**config.mk**
```make
export PLATFORM = sky130hd
export DESIGN_NAME = mem_port_arbiter
export DESIGN_NICKNAME = d
export VERILOG_FILES = /design/src/rtl/mem_arb_pkg.sv /design/src/rtl/wait_timer.sv /design/src/rtl/mem_port_arbiter.sv
export SDC_FILE = /design/constraint.sdc
export NUM_CORES = 1
export LEC_CHECK = 0
export ABC_AREA = 1
export CORE_MARGIN = 8
export CORE_UTILIZATION = 30
export CTS_CLUSTER_SIZE = 24
export DETAILED_ROUTE_END_ITERATION = 7
export PLACE_DENSITY = 0.77
export SLEW_MARGIN = 15
export SYNTH_ARGS = -nofsm -noshare
export SYNTH_HDL_FRONTEND = slang
export SYNTH_HIERARCHICAL = 1
export SYNTH_SLANG_ARGS = --single-unit
```
**constraint.sdc**
```tcl
create_clock -name clk -period 4.5 [get_ports clk]
set_clock_uncertainty 0.15 [all_clocks]
set_input_delay 1.35 -clock clk [delete_from_list [all_inputs] [get_ports clk]]
set_output_delay 1.35 -clock clk [all_outputs]
set_load 0.1 [all_outputs]
```
**src/rtl/mem_arb_pkg.sv**
```systemverilog
// Shared types for the memory port arbiter: FSM state, transaction owner and the
// command word presented to the memory on a grant cycle.
package mem_arb_pkg;

  localparam int ADDR_W = 8;
  localparam int DATA_W = 8;

  typedef enum logic {
    IDLE = 1'b0,
    WAIT = 1'b1
  } state_t;

  typedef enum logic {
    OWN_F = 1'b0,
    OWN_D = 1'b1
  } owner_t;

  typedef struct packed {
    logic              we;
    logic [ADDR_W-1:0] addr;
    logic [DATA_W-1:0] wdata;
  } mem_cmd_t;

endpackage

```
**src/rtl/wait_timer.sv**
```systemverilog
// Counts cycles spent waiting for a memory ack; tc_o is combinational in the cycle the count
// reaches TIMEOUT. No backpressure: the owner loads it on a grant and clears it on completion.
module wait_timer #(
  parameter int TIMEOUT = 15
) (
  input  logic clk,
  input  logic rst_n_i,
  input  logic load_i,
  input  logic clr_i,
  input  logic en_i,
  output logic tc_o
);

  localparam int CW = $clog2(TIMEOUT + 1);
  localparam logic [CW-1:0] CNT_TC = CW'(TIMEOUT);

  logic [CW-1:0] cnt_q, cnt_d;

  // Loading with 1 makes the count equal the number of WAIT cycles seen so far, current included.
  always_comb begin
    cnt_d = cnt_q;
    if (load_i) begin
      cnt_d = CW'(1);
    end else if (clr_i) begin
      cnt_d = '0;
    end else if (en_i && (cnt_q != CNT_TC)) begin
      cnt_d = cnt_q + CW'(1);
    end
  end

  always_ff @(posedge clk or negedge rst_n_i) begin
    if (!rst_n_i) begin
      cnt_q <= '0;
    end else begin
      cnt_q <= cnt_d;
    end
  end

  assign tc_o = en_i && (cnt_q == CNT_TC);

endmodule

```
**src/rtl/mem_port_arbiter.sv**
```systemverilog
// Single-outstanding arbiter between fetch and load/store for one memory port; grant is
// same-cycle in IDLE, rvalid is same-cycle with mem_ack_i. Requesters hold their request until granted.
module mem_port_arbiter
  import mem_arb_pkg::*;
#(
  parameter int MAX_D_STREAK = 3,
  parameter int TIMEOUT      = 15
) (
  input  logic              clk,
  input  logic              rst_n_i,
  input  logic              f_req_i,
  input  logic [ADDR_W-1:0] f_addr_i,
  output logic              f_gnt_o,
  output logic              f_rvalid_o,
  output logic [DATA_W-1:0] f_rdata_o,
  input  logic              flush_i,
  input  logic              d_req_i,
  input  logic              d_we_i,
  input  logic [ADDR_W-1:0] d_addr_i,
  input  logic [DATA_W-1:0] d_wdata_i,
  output logic              d_gnt_o,
  output logic              d_rvalid_o,
  output logic [DATA_W-1:0] d_rdata_o,
  output logic              mem_req_o,
  output logic              mem_we_o,
  output logic [ADDR_W-1:0] mem_addr_o,
  output logic [DATA_W-1:0] mem_wdata_o,
  input  logic              mem_ack_i,
  input  logic [DATA_W-1:0] mem_rdata_i,
  output logic              err_o
);

  localparam int SW = (MAX_D_STREAK > 0) ? $clog2(MAX_D_STREAK + 1) : 1;
  localparam logic [SW-1:0] STREAK_MAX = SW'(MAX_D_STREAK);

  state_t        state_q, state_d;
  owner_t        owner_q, owner_d;
  logic          drop_q, drop_d;
  logic [SW-1:0] streak_q, streak_d;

  mem_cmd_t cmd;
  logic     f_elig;
  logic     tmr_load, tmr_clr, tmr_en, tmr_tc;

  assign f_elig = f_req_i & ~flush_i;
  assign tmr_en = (state_q == WAIT);

  wait_timer #(
    .TIMEOUT(TIMEOUT)
  ) u_wait_timer (
    .clk    (clk),
    .rst_n_i(rst_n_i),
    .load_i (tmr_load),
    .clr_i  (tmr_clr),
    .en_i   (tmr_en),
    .tc_o   (tmr_tc)
  );

  always_comb begin
    state_d    = state_q;
    owner_d    = owner_q;
    drop_d     = drop_q;
    streak_d   = streak_q;
    cmd        = '0;
    f_gnt_o    = 1'b0;
    d_gnt_o    = 1'b0;
    mem_req_o  = 1'b0;
    f_rvalid_o = 1'b0;
    d_rvalid_o = 1'b0;
    f_rdata_o  = '0;
    d_rdata_o  = '0;
    err_o      = 1'b0;
    tmr_load   = 1'b0;
    tmr_clr    = 1'b0;

    case (state_q)
      IDLE: begin
        // Data has priority until it has won MAX_D_STREAK times in a row over a waiting fetch.
        if (d_req_i && !(f_elig && (streak_q == STREAK_MAX))) begin
          d_gnt_o   = 1'b1;
          mem_req_o = 1'b1;
          cmd.we    = d_we_i;
          cmd.addr  = d_addr_i;
          cmd.wdata = d_wdata_i;
          owner_d   = OWN_D;
          state_d   = WAIT;
          tmr_load  = 1'b1;
          if (!f_elig) begin
            streak_d = '0;
          end else if (streak_q != STREAK_MAX) begin
            streak_d = streak_q + SW'(1);
          end
        end else if (f_elig) begin
          f_gnt_o   = 1'b1;
          mem_req_o = 1'b1;
          cmd.addr  = f_addr_i;
          owner_d   = OWN_F;
          state_d   = WAIT;
          tmr_load  = 1'b1;
          streak_d  = '0;
        end
      end

      WAIT: begin
        if (mem_ack_i) begin
          state_d = IDLE;
          drop_d  = 1'b0;
          tmr_clr = 1'b1;
          if (owner_q == OWN_D) begin
            d_rvalid_o = 1'b1;
            d_rdata_o  = mem_rdata_i;
          end else if (!drop_q && !flush_i) begin
            f_rvalid_o = 1'b1;
            f_rdata_o  = mem_rdata_i;
          end
        end else if (tmr_tc) begin
          err_o   = 1'b1;
          state_d = IDLE;
          drop_d  = 1'b0;
          tmr_clr = 1'b1;
        end else if ((owner_q == OWN_F) && flush_i) begin
          drop_d = 1'b1;
        end
      end

      default: begin
        state_d = IDLE;
      end
    endcase
  end

  assign mem_we_o    = cmd.we;
  assign mem_addr_o  = cmd.addr;
  assign mem_wdata_o = cmd.wdata;

  always_ff @(posedge clk or negedge rst_n_i) begin
    if (!rst_n_i) begin
      state_q  <= IDLE;
      owner_q  <= OWN_F;
      drop_q   <= 1'b0;
      streak_q <= '0;
    end else begin
      state_q  <= state_d;
      owner_q  <= owner_d;
      drop_q   <= drop_d;
      streak_q <= streak_d;
    end
  end

endmodule

```
==> flow_summary.toml <==
[die]
core-area_um2 = 2953
io_pins = 78
start_util = 0.3047
die_x_um = 70.76
die-area_um2 = 5007
die_y_um = 70.76
rows = 20

[flow_run]
drv_cap = 0

[place]
dp_hpwl_mm = 3.105
gp_congestion = 0.8586
port_buffers = 77

[sta]
fmax_mhz = 228.6
tns_ns = 0
rsz0062_at_grt = "no"
timing.hold.ws_ns = 0.3830
finalSetupViolCount = 0
relSlewSlack = 0.6749
drv_slew = 0
finalHoldViolCount = 0
layout_worst_path_cycle_share = 0.9719
layout_min_cycle_time_ns = 4.374
tightest_slew_ns = 0.4877

[grt]
grt_pass1_wl_mm = 5.913
antenna_found_initial = 0
grt_pass1_vias = 1259
grt_max_degree = 12
gr-usage-met1 = 0.1544
top_usage_layer = "met2"
gr-usage-met2 = 0.2461
grt_util_all_layers = 0.1406
overflow = 0
met3_usage = 0.05508

[detailed_routing]
vias_per_cell = 4.609
drc = 0
wl_per_cell_um = 13.38
totalWireLength_mm = 3.492
drt_iter0_markers = 49
drtAntennaViolNets = 0
dr.pass1.iters = 4
via_count = 1203

[worst_setup_path]
crit_required_ns = 3.00
critPathLaunchType = "input pin"
worstPathArrival_ns = 2.87
cp-end-kind = "output pin"
r2r_slack_ns = 2.60
critPathMaxFanout = 11
crit_type = "in -> out"

[layout]
fillers = 220
n_antenna_cell = 0
syn_to_final_growth_pct = 136.0
drive_gt1_frac = 0.2675
final_nets = 270

[yosys]
synthFlopType = "dfrtp_1"
synthesis.nets = 189
syn_area_per_cell_um2 = 6.078
synth.ff_latch_count = 9
yosysSeqAreaShare = 0.2503
netlist_area_um2 = 899.6
synth_top_cell_by_area = "dfrtp_1"
yosysWarnings = 6
synthCells = 148
synthArstFlopShare = 1.000
synth-edff-count = 0
synth_top_area_share = 0.2503
yosys.cell_types.count = 20
synth_common_cells = "38 x nor2_1, 28 x inv_1, 24 x nand3_1"
synth_area_leaders = "dfrtp_1 25%, nor2_1 16%, nand3_1 13%, inv_1 12%, nand2_1 9.6%"
synth_most_common_cell = "nor2_1"

[clock_tree]
cts.clk_slew.worst_paths_ns = 0.06
clock_sinks = 9
clockRootBuffer = "clkbuf_4"
cts_setup_buffers = 0
insertion_delay_ns = 0.26
cts_tree = "done"
cts_buffers = 3
cts.path.max_buffers = 2
cts_max_level = 1

[power]
p_per_area_nw_per_um2 = 329.0
p_leak_nw = 1.022
vdd_ir_drop_max_mv = 0.1507

[run_status]
status = "finished clean"

[min_path]
min_path_type = "reg -> reg"
[path summary, 6_finish.rpt]
kind,from,depth (start not counted),to
worst max register to register,state_q,7,u_wait_timer/cnt_q[0]
max in group asynchronous,rst_n_i,1,u_wait_timer/cnt_q[2]
worst min register to register,streak_q[1],2,streak_q[1]
worst max-delay path,d_req_i,6,mem_we_o
min in group asynchronous,rst_n_i,1,owner_q
worst min-delay path,streak_q[1],2,streak_q[1]
[metal layers]
layer,vias to the layer above,part of all wire
li1,613,-
met1,514,0.41
met2,70,0.47
met3,6,0.099
met4,0,0.013
met5,-,0
[final cells by class]
class | instances | area [µm²] | share of cell area
repair buffers | 79 | 1176 | 0.5539
flip-flops and latches | 9 | 225.2 | 0.1061
clock buffers | 4 | 26.28 | 0.01237
multi-input cells | 106 | 541.8 | 0.2552
well taps | 33 | 41.29 | 0.01945
inverters | 30 | 112.6 | 0.05303
[per-stage QoR]
step	std cells	setup WS (ns)	total power, mW	utilization	area, µm²
3_5_place_dp	257	0.1532	0.6406	0.7093	2095
2_1_floorplan	148	0.03122	0.4467	-	903.4
6_report	261	0.1262	0.6987	0.7191	2123
4_1_cts	261	0.1366	0.7040	0.7182	2121
3_3_place_gp	257	0.1990	0.6323	0.7093	2095
5_1_grt	261	0.01750	0.7318	0.7191	2123
[placed cells by master, fill, tap and decap left out]
cell type and instances:
nand4_1 3, nand2_2 2, nor2_4 2, nand3_1 24
nor2_2 4, clkdlybuf4s50_1 38, nor2_1 37, ha_1 2
nand3_2 1, clkbuf_4 3, a21oi_2 1, nor3_1 1
clkbuf_1 1, o21ai_1 1, nand3_4 2, inv_1 28
buf_4 2, nand2_1 23, o21ai_2 2, dfrtp_1 9
inv_2 2, buf_12 39, nand2_4 1
[cell families after synthesis]
group,share of synthesized area
and+or+nand+nor,0.5369
buffers and inverters,0.1544
DFF,0.2504
AOI/OAI and AO/OA,0.03059
adders and majority gates,0.02781
[power breakdown]
part	leakage (nW)	internal (mW)	switching, mW	total (mW)
Clock	0.0150	0.0341	0.0274	0.0616
Combinational	0.890	0.180	0.327	0.507
Sequential	0.117	0.101	0.0288	0.130
Total	1.02	0.316	0.383	0.699
[repair_timing]
item / CTS / global route
hold buffers: 0 / 0
endpoints found under the setup margin: 0 / 1
gates resized for setup: 0 / 1
[sequential cells by signal, indices dropped and copies added, names as in the netlist]
| register | cells |
|---|---|
| owner_q | 1 |
| u_wait_timer/cnt_q | 4 |
| state_q | 1 |
| streak_q | 2 |
| drop_q | 1 |
[critical path, stage by stage]
cell,delay (ns)
clkdlybuf4s50_1,0.54
inv_1,0.07
nor2_2,0.17
nand2_1,0.27
nor2_1,0.27
buf_12,0.21
No activity file was read; power rests on OpenSTA's default activity.
